==> src/rtl/mag_comparator_serial.sv <==
// Multi-cycle magnitude comparator: scans a/b MSB-first, DIGIT bits per clock, unsigned or two's-complement.
// Optional MAG_COMPARATOR_EARLY_EXIT_EN ends the scan at the first mismatching digit.
module mag_comparator_serial #(
    parameter int WIDTH = 16,
    parameter int DIGIT = 4
) (
    input  logic             clk,
    input  logic             rst,
    input  logic             start,
    input  logic             signed_mode,
    input  logic [WIDTH-1:0] a,
    input  logic [WIDTH-1:0] b,
    output logic             busy,
    output logic             done,
    output logic             greater_than,
    output logic             less_than,
    output logic             equal
);
    localparam int N  = WIDTH / DIGIT;
    localparam int CW = (N > 1) ? $clog2(N) : 1;
    localparam logic [WIDTH-1:0] MSB = WIDTH'(1) << (WIDTH - 1);

    typedef enum logic [1:0] {IDLE, CMP, FIN} state_t;

    state_t           state, state_nxt;
    logic [WIDTH-1:0] sa, sb;
    logic [CW-1:0]    cnt;
    logic             decided, dir_gt;
    logic [DIGIT-1:0] da, db;
    logic             mismatch, last, accept;

    assign da       = sa[WIDTH-1 -: DIGIT];
    assign db       = sb[WIDTH-1 -: DIGIT];
    assign mismatch = (da != db);
    assign last     = (cnt == CW'(N - 1));
    assign accept   = start && (state == IDLE || state == FIN);
    assign busy     = (state == CMP);

    always_ff @(posedge clk or posedge rst) begin
        if (rst) state <= IDLE;
        else     state <= state_nxt;
    end

    always_comb begin
        state_nxt = state;
        case (state)
            IDLE: if (start) state_nxt = CMP;
            CMP: begin
                if (last) state_nxt = FIN;
`ifdef MAG_COMPARATOR_EARLY_EXIT_EN
                if (!decided && mismatch) state_nxt = FIN;
`endif
            end
            FIN:     state_nxt = start ? CMP : IDLE;
            default: state_nxt = IDLE;
        endcase
    end

    always_ff @(posedge clk or posedge rst) begin
        if (rst) begin
            sa           <= '0;
            sb           <= '0;
            cnt          <= '0;
            decided      <= 1'b0;
            dir_gt       <= 1'b0;
            done         <= 1'b0;
            greater_than <= 1'b0;
            less_than    <= 1'b0;
            equal        <= 1'b0;
        end else begin
            done <= (state == FIN);
            if (state == FIN) begin
                greater_than <= decided && dir_gt;
                less_than    <= decided && !dir_gt;
                equal        <= !decided;
            end
            if (accept) begin
                // Flipping the sign bit turns two's-complement order into unsigned order.
                sa      <= a ^ (signed_mode ? MSB : '0);
                sb      <= b ^ (signed_mode ? MSB : '0);
                cnt     <= '0;
                decided <= 1'b0;
                dir_gt  <= 1'b0;
            end else if (state == CMP) begin
                sa  <= sa << DIGIT;
                sb  <= sb << DIGIT;
                cnt <= cnt + CW'(1);
                if (!decided && mismatch) begin
                    decided <= 1'b1;
                    dir_gt  <= (da > db);
                end
            end
        end
    end
endmodule

==> config.mk <==
export PLATFORM = sky130hd
export DESIGN_NAME = mag_comparator_serial
export DESIGN_NICKNAME = d
export VERILOG_FILES = /design/src/rtl/mag_comparator_serial.sv
export SDC_FILE = /design/constraint.sdc
export NUM_CORES = 1
export LEC_CHECK = 0
export BUFFER_PORTS_ARGS = -buffer_cell sky130_fd_sc_hd__buf_2
export CAP_MARGIN = 20
export CORE_ASPECT_RATIO = 0.6
export CORE_UTILIZATION = 35
export CTS_CLUSTER_SIZE = 24
export DETAILED_ROUTE_END_ITERATION = 6
export PLACE_DENSITY = 0.56
export SYNTH_ARGS = -nofsm -noshare
export SYNTH_HDL_FRONTEND = slang
export SYNTH_SLANG_ARGS = --single-unit
==> constraint.sdc <==
create_clock -name clk -period 1.9 [get_ports clk]
set_input_delay 0.095 -clock clk [delete_from_list [all_inputs] [get_ports clk]]
set_output_delay 0.095 -clock clk [all_outputs]
set_load 0.1 [all_outputs]
# Yosys cells after proc, flatten, opt, wreduce, memory -nomap -nowiden
# Index checks and enable logic that the tools add are counted.
dict set report word_totals {
  register_bits 42
  inputBits 36
  out_inout_bits 5
  elab_cells 49
}
dict set report op_classes {
  addsub 1
  order_cmp 1
  n_eq_ne 6
  muxes 17
  n_bitwise 2
  reduce_logical 12
}
# op count
set ops {}
lappend ops {{$mux 16} 5}
lappend ops {{$xor 16x16->16} 2}
lappend ops {{$mux 2} 4}
lappend ops {{$mux 1} 7}
lappend ops {{$pmux 2 s3} 1}
lappend ops {{$eq 2x2->1 const B} 2}
lappend ops {{$gt 4x4->1} 1}
lappend ops {{$logic_and 1x1->1} 4}
lappend ops {{$ne 4x4->1} 1}
lappend ops {{$reduce_and 2->1} 2}
lappend ops {{$reduce_bool 2->1} 2}
lappend ops {{$add 2x1->2 const B} 1}
lappend ops {{$eq 2x1->1 const B} 1}
lappend ops {{$logic_not 1->1} 2}
lappend ops {{$logic_not 2->1} 1}
lappend ops {{$ne 2x1->1 const B} 1}
lappend ops {{$ne 2x2->1 const B} 1}
lappend ops {{$logic_or 1x1->1} 1}

# Depth between registers and ports, before layout
# Gate-level depths: netlist of run 1.
dict set report logic_depth {
  ltp_word 5
  mapped_depth 6
  depth_no_buf 5
}

# Worst setup path before layout of run 1
# No wires, ideal clock.
dict set report synth_path {
  kind {reg-to-reg}
  start {register state[1]}
  end {register sb[5]}
  setup_time_ns 0.124
  arrival_ns 1.230
  required_time_ns 1.776
  path_slack_ns 0.546
  path_stages_with_launch 6
  path_buffers 2
  period_less_slack_ns 1.354
  cell_sequence {dfrtp_1 > nor2b_2 > buf_6 > buf_4 > mux2i_1 > o21ai_1}
}
dict set report synth_between {
  elab_cells_between_ends 7
  classes_between {2 x eq/ne; 1 x mux; 4 x reduce/logical}
}
# item line
set synth_rtl {}
lappend synth_rtl {{start, declared} 25} ;# state_t state, state_nxt;
lappend synth_rtl {{start signal, assigned} 41} ;# else state <= state_nxt;
lappend synth_rtl {{$eq 2x1->1} --}
lappend synth_rtl {{net busy} 13} ;# output logic busy,
lappend synth_rtl {{$reduce_bool 2->1 (no line)} --}
lappend synth_rtl {{end signal, assigned} 80} ;# sb <= b ^ (signed_mode ? MSB : '0);
lappend synth_rtl {{end signal, assigned} 86} ;# sb <= sb << DIGIT;
lappend synth_rtl {{end, declared} 26} ;# logic [WIDTH-1:0] sa, sb;
# The timed path passes the listed nets, and every way through them passes these cells.
# A chain may end at the register's enable or synchronous reset.

# Final worst setup path of run 1
dict set report layout_path {
  start {register state[0]}
  end {output busy}
}
dict set report layout_between {
  elab_chain_cells 1
}
# item line
set layout_rtl {}
lappend layout_rtl {{$eq 2x1->1} 37} ;# assign busy = (state == CMP);
lappend layout_rtl {{end, declared} 13}
# No other way between the ends.

==> results.md, run 1 <==
- Crit-path max FO: 36
- Vias per cell: 4.84
- Sw power: 1.62 mW
- Initial DRC count: 40
- Count of final hold-check violations: 0
- Remaining antenna violation count: 0
- CTS H-tree lvls: 2
- Post-CTS setup buffer count: 0
- Kind of cell adding the most delay to the critical path: buffers and inverters
- CTS max path bufs: 2
- Vias in the first global route: 1328
- # diodes: 0
- CTS buffer count: 5
- Total Routing Usage GR: 14.6%
- Max Cap Viol: 0
- Drt first pass iters: 4
- Final HPWL DP: 2520 um
- Worst R2R Setup Slack: 0.48 ns
- Unrepaired setup endpoints after global routing: no
- Fillers: 497
- Combinational Power Share: 46.1%
- Simple-gate portion of the synthesized area: 7.75%
- Main combinational cell family by area after synthesis: compound AO/OA/AOI/OAI gates
- Area growth syn-to-layout: 21.8%
- Switch share: 39.8%
- Synth warn: 0
- Buf/Inv on CP: 2
- Syn avg cell area: 11.7 um2
- Clk pwr share: 17.3%
- Worst-path cell chain: nor2b_4 > buf_12 > buf_12
- Worst flop-to-flop path endpoint: dir_gt$_DFFE_PP0P_
- DR DRC count: 0
- Last element of the critical path: busy
- Achievable clock frequency: 0.704 GHz
- CTS tree: built
- DRT Wirelength: 3730 um
- Post-route cell area: 2320 um2
- Critical Path AT: 1.32 ns
- Internal power: 2.45 mW
- DP Area: 2180 um2
- Critical Path Stages: 3
- Clock sinks: 42
- Worst-Margin Slew: 0.523 ns
- CTS clk-pin slew, worst paths: 0.08 ns
- Synth Area in Compound Gates: 18.1%
- Post-Syn Area: 1910 um2
- Post-synthesis mux area share: 8.47%
- Synth unique cells: 31
- Reg power frac: 36.6%
- Routability cong.: 0.717
- Worst reg2reg path startpoint: sa[15]$_DFFE_PP0P_
- Final Max Tran Viols: 0
- Depth of the worst register-to-register path: 4
- Maximum number of pins on one net before global-route repair: 43
- Number of cell rows: 20
- Max-slew headroom: 65.1%
- Clk root buf: clkbuf_8
- Die X-Extent: 97.3 um
- WL/cell: 13.6 um
- Worst min path class: in -> reg
- Setup violators final: 0
- Post-place setup slack: 0.490 ns
- Nets@finish: 247
- Layout Skew: 0.00746 ns
- Most frequent cells in the layout: dfrtp_1, buf_2, nand2_1
- Final WS setup: 0.480 ns
- Final worst-path cycle share: 74.7%
- Startpoint Class: flop
- Die area: 5750 um2
- Register bit count reported by yosys: 42
- CP dominant cell by count: buf_12
- Pwr Total: 4.08 mW
- Chip Height: 59.2 um
- Detailed-route via count: 1320
- Worst Setup End Kind: primary output
- Slowest stage cell on the critical path: dfrtp_1
- Run status: complete, no violations
- Setup TNS: 0 ns
- Post-synthesis sequential area ratio: 55.2%
- Critical path required time: 1.80 ns
- Finished Core Util: 45.0%
- First-pass GRT wire length: 6360 um
- Pwr dens: 1760 nW/um2
- Crit path kind: reg -> out
- Syn_nets: 204
- Share of cells above drive strength 1: 27.1%
- Crit path time final: 1.42 ns
- Synthesized-area fraction occupied by xor and xnor cells: 0.919%
- Initial Util: 37.0%
- CP max stage delay: 0.40 ns
- Initial antenna violation count: 0
- Port buffer count: 40
- Post-CTS sizing: 0
- Skew-Pair Late Insertion Delay: 0.29 ns
- Commonest non-fill, non-tap cell in the layout: dfrtp_1
- Setup crit start: state[0]$_DFFE_PP0P_
- Boundary Pins: 41
- Leakage: 1.19 nW
- Peak supply drop: 0.000795 V
- Total congestion overflow: 0
- Core ar.: 5150 um2
- Mapped Cells: 163
- Adder-cell share of the synthesized area: 3.28%
[Yosys cell counts (all sizes together)]
| cell type | count | area share [%] |
|---|---|---|
| a21o | 7 | 2.8 |
| a21oi | 2 | 0.53 |
| a221o | 3 | 1.6 |
| a22o | 15 | 6.9 |
| a311oi | 1 | 0.79 |
| a31oi | 1 | 0.33 |
| and2 | 1 | 0.33 |
| and3 | 1 | 0.33 |
| buf | 10 | 4.5 |
| clkbuf | 1 | 0.20 |
| dfrtp | 42 | 55 |
| ha | 5 | 3.3 |
| inv | 8 | 1.6 |
| mux2 | 1 | 0.59 |
| mux2i | 15 | 7.9 |
| nand2 | 19 | 3.7 |
| nand2b | 1 | 0.33 |
| nand4 | 1 | 0.33 |
| nor2 | 2 | 0.79 |
| nor2b | 3 | 1.1 |
| nor3 | 3 | 0.79 |
| o211ai | 1 | 0.39 |
| o21ai | 17 | 4.5 |
| o31ai | 1 | 0.39 |
| xor2 | 2 | 0.92 |
[metal layers]
layer  part of all wire (%)  track usage (%)  up-vias
met1                     54             20.0      617
met5                      0                0        -
li1                       -                -      664
met3                    5.7             4.72        5
met4                    1.5             6.93        0
met2                     39             21.1       34
[power groups by stage]
stage	combinational, mW	clock, mW	sequential [mW]
2_1_floorplan	1.37	0	1.65
3_5_place_dp	1.90	0	1.51
5_1_grt	2.05	0.769	1.54
4_1_cts	1.91	0.725	1.49
6_report	1.88	0.705	1.49
3_3_place_gp	1.86	0	1.51
[worst register-to-register path, stage by stage, from the launching register on]
cell      delay, ns
dfrtp_1        0.40
ha_1           0.33
nand4_1        0.16
and3_1         0.23
a311oi_2       0.22
[through the flow]
step	hold WS, ns	instances
6_report	0.0111	273
5_1_grt	0.00392	273
3_3_place_gp	0.255	262
4_1_cts	0.000767	273
2_1_floorplan	0.217	163
3_5_place_dp	0.253	262
[repair_timing]
action / in CTS / in global routing
hold buffers: 3 / 0
endpoints found under the hold margin: 44 / 0
endpoints found under the setup margin: 0 / 0
[flip-flops by register name, summed over array words and instances (netlist names)]
name and count:
sa 16, sb 16, cnt 2, state 2, decided 1, dir_gt 1, done 1, equal 1
greater_than 1, less_than 1
[worst min path at each step]
stage                     start                  to  slack, ns  cells after the start
after floorplan           a[10]  sa[10]$_DFFE_PP0P_       0.22                      2
after global placement      rst   sb[7]$_DFFE_PP0P_       0.26                      3
after detailed placement    rst   sb[7]$_DFFE_PP0P_       0.25                      3
after global routing       b[8]   sb[8]$_DFFE_PP0P_      0.004                      3
after CTS                 b[10]  sb[10]$_DFFE_PP0P_     0.0008                      3
final                     a[10]  sa[10]$_DFFE_PP0P_       0.01                      3
[cells by family after synthesis]
logic type,after synthesis
DFF,42
buffers and inverters,19
and+or+nand+nor,31
AOI/OAI and AO/OA,48
adders and majority gates,5
muxes,16
xor gates and xnor gates,2
[layout make-up]
cell class | instances | area [um2] | area share, %
Clock buffer | 6 | 72.6 | 3.13
Sequential cell | 42 | 1050 | 45.3
Multi-Input combinational cell | 102 | 747 | 32.2
Clock inverter | 2 | 37.5 | 1.62
Tap cell | 66 | 82.6 | 3.56
Inverter | 8 | 30.0 | 1.29
Timing Repair Buffer | 47 | 300 | 12.9
No activity file was read; power rests on OpenSTA's default activity.
==> run 2: changes to the inputs <==
--- a/config.mk
+++ b/config.mk
@@ -5,6 +5,7 @@
 export SDC_FILE = /design/constraint.sdc
 export NUM_CORES = 1
 export LEC_CHECK = 0
+export ABC_AREA = 1
 export BUFFER_PORTS_ARGS = -buffer_cell sky130_fd_sc_hd__buf_2
 export CAP_MARGIN = 20
 export CORE_ASPECT_RATIO = 0.6
==> constraint.sdc (replaced) <==
create_clock -name clk -period 1.5 [get_ports clk]
set_input_delay 0.075 -clock clk [delete_from_list [all_inputs] [get_ports clk]]
set_output_delay 0.075 -clock clk [all_outputs]
set_load 0.1 [all_outputs]
==> run 2 against run 1 <==
Net effect:
- sequential power grew 28%
- non-clock buffer count grew 10
- clock power grew 6.1%
- critical path depth grew 1
- worst hold slack lost 0.0044 ns
- sequential share of layout area shrank 1.6 points
- first-iteration DRC count grew 150%
- utilization grew 1.7 points
- cell area grew 3.8%
- largest cell class unchanged
==> results.md, run 2 <==
- CTS clk-pin slew, worst paths: 0.08 ns
- DR DRC count: 0
- Register bit count reported by yosys: 42
- Post-CTS sizing: 0
- Routability cong.: 0.755
- Number of cell rows: 20
- Top-count cell post-synth: nand2_1
- Synthesized-area fraction occupied by xor and xnor cells: 0.916%
- Final Max Tran Viols: 0
- Maximum number of pins on one net before global-route repair: 43
- Setup TNS: 0 ns
- Drt first pass iters: 4
- Run status: complete, no violations
- Critical Path AT: 1.29 ns
- Syn_nets: 269
- Crit-path max FO: 11
- Internal power: 2.82 mW
- Main combinational cell family by area after synthesis: simple AND/OR/NAND/NOR gates
- Initial antenna violation count: 0
- Port buffer count: 40
- Final non-filler cell total: 350
- Die area: 5770 um2
- Crit path time final: 1.37 ns
- Post-Syn Area: 1910 um2
- Hold endpoint: sa[13]$_DFFE_PP0P_
- Vias in the first global route: 1465
- Synth cell count leaders: nand2_1, dfrtp_1, o21ai_0
- Syn avg cell area: 8.39 um2
- Synth warn: 0
- Ys flop type: dfrtp_1
- Worst-Margin Slew: 0.545 ns
- Synth top area cells: dfrtp_1, nand2_1, o21ai_0
- Crit path kind: reg -> out
- Nets@finish: 324
- Skew-Pair Late Insertion Delay: 0.29 ns
- Count of final hold-check violations: 0
- Synth unique cells: 18
- Synth Area in Compound Gates: 8.64%
- Commonest non-fill, non-tap cell in the layout: nand2_1
- Top flop regs: sa x16, sb x16
- CTS H-tree lvls: 2
- Worst Setup End Kind: primary output
- Share of cells above drive strength 1: 20.8%
- Core ar.: 5150 um2
- Die X-Extent: 97.4 um
- Layout Skew: 0.00400 ns
- Remaining antenna violation count: 0
- Unrepaired setup endpoints after global routing: no
- Number of flops mapped to enable cells by yosys: 0
- Setup violators final: 0
- Area growth syn-to-layout: 26.0%
- Combinational Power Share: 47.8%
- CTS max path bufs: 2
- CP max stage delay: 0.41 ns
- Total congestion overflow: 0
- Startpoint Class: flop
- Pwr Total: 5.10 mW
- Simple-gate portion of the synthesized area: 24.7%
- Worst-path cell chain: inv_2 > nor2_2 > buf_4 > buf_12
- Achievable clock frequency: 0.732 GHz
- Initial Util: 37.1%
- Hold Crit Depth: 3
- Depth of the worst register-to-register path: 6
- Worst min path class: in -> reg
- Worst min-delay path startpoint: a[13]
- Pwr dens: 2120 nW/um2
- First-pass GRT wire length: 7070 um
- Clk pwr share: 14.7%
- Boundary Pins: 41
- Kind of cell adding the most delay to the critical path: buffers and inverters
- Top-area cell type share of the netlist area: 55.0%
- Total Routing Usage GR: 16.1%
- Max Cap Viol: 0
- Switch share: 44.7%
- DRT Wirelength: 4270 um
- Clock sinks: 42
- Detailed-route via count: 1563
- CTS tree: built
- # placed instances: 331
- Adder-cell share of the synthesized area: 3.27%
- Final HPWL DP: 2980 um
- Post-synthesis sequential area ratio: 55.0%
- Buf/Inv on CP: 3
- Critical path required time: 1.42 ns
- Reg power frac: 37.5%
- # diodes: 0
- Chip Height: 59.3 um
- Vias per cell: 4.47
- Slowest stage cell on the critical path: dfrtp_1
- WL/cell: 12.2 um
- Mapped Cells: 228
- Worst flop-to-flop path endpoint: sb[11]$_DFFE_PP0P_
- Area leader, netlist: dfrtp_1
- Worst reg2reg path startpoint: state[0]$_DFFE_PP0P_
- Final worst-path cycle share: 91.1%
- Leakage: 1.26 nW
- Clk root buf: clkbuf_8
- Sw power: 2.28 mW
- Most frequent cells in the layout: nand2_1, dfrtp_1, buf_2
- Peak supply drop: 0.00137 V
- Worst R2R Setup Slack: 0.20 ns
- Post-synthesis mux area share: 0%
- Async SR Flop Fraction: 100%
- Initial DRC count: 99
- Max-slew headroom: 63.7%
- CTS buffer count: 5
-- run 2: how the worst max path moves through the flow --
stage,start,endpoint,slack [ns],depth (start not counted)
after floorplan,state[0]$_DFFE_PP0P_,sa[10]$_DFFE_PP0P_,0.21,5
after global placement,state[0]$_DFFE_PP0P_,sb[11]$_DFFE_PP0P_,0.24,6
after detailed placement,state[0]$_DFFE_PP0P_,sb[11]$_DFFE_PP0P_,0.22,6
after CTS,state[0]$_DFFE_PP0P_,busy,0.12,4
after global routing,state[0]$_DFFE_PP0P_,busy,0.05,4
final,state[0]$_DFFE_PP0P_,busy,0.13,4
-- run 2: logic make-up (layout without fill, tap and decap cells) --
group / count (synthesis) / after routing
simple gates: 118 / 118
fa+ha+maj: 5 / 5
buf+inv: 31 / 87
compound gates: 30 / 30
flops: 42 / 42
xor+xnor: 2 / 2
-- run 2: area by class of cell --
class,instances,area [um2]
flip-flops and latches,42,1050
clock buffers,7,86.3
fillers,508,2750
repair buffers,57,383
clock inverters,1,5.00
inverters,22,82.6
well taps,66,82.6
multi-input cells,155,718
-- run 2: timing repair --
item / in CTS / in global routing
hold buffers: 11 / 0
hold endpoints to repair: 52 / 0
buffers inserted: 0 / 0
-- run 2: metrics by stage --
| stage | hold slack [ns] | setup slack [ns] | area (um2) | utilization [%] |
|---|---|---|---|---|
| floorplan | 0.192 | 0.209 | 1910 | - |
| global placement | 0.242 | 0.238 | 2210 | 42.8 |
| detailed placement | 0.254 | 0.221 | 2210 | 42.8 |
| CTS | 0.00182 | 0.117 | 2410 | 46.7 |
| global route | 0.0127 | 0.0508 | 2410 | 46.7 |
| finish | 0.00667 | 0.134 | 2410 | 46.7 |
-- run 2: per-layer routing --
| metal | vias to the layer above | track usage (%) | wire [um] |
|---|---|---|---|
| met5 | - | 0 | 0 |
| met2 | 32 | 22.8 | 1650 |
| met1 | 703 | 23.6 | 2380 |
| met4 | 0 | 4.41 | 28 |
| met3 | 5 | 5.07 | 208 |
| li1 | 823 | - | - |
-- run 2: power groups by stage --
stage	Sequential, mW	Clock (mW)	Combinational (mW)
6_report	1.91	0.748	2.44
5_1_grt	1.97	0.834	2.77
4_1_cts	1.91	0.783	2.47
3_5_place_dp	1.93	0	2.44
3_3_place_gp	1.94	0	2.40
2_1_floorplan	2.17	0	1.58
-- run 2: worst register-to-register path: cells and delay by family, from the launching register on --
| kind | cells | cell delay, ns |
|---|---|---|
| buffers and inverters | 3 | 0.54 |
| DFF | 1 | 0.42 |
| AOI/OAI and AO/OA | 1 | 0.08 |
| and+or+nand+nor | 2 | 0.17 |
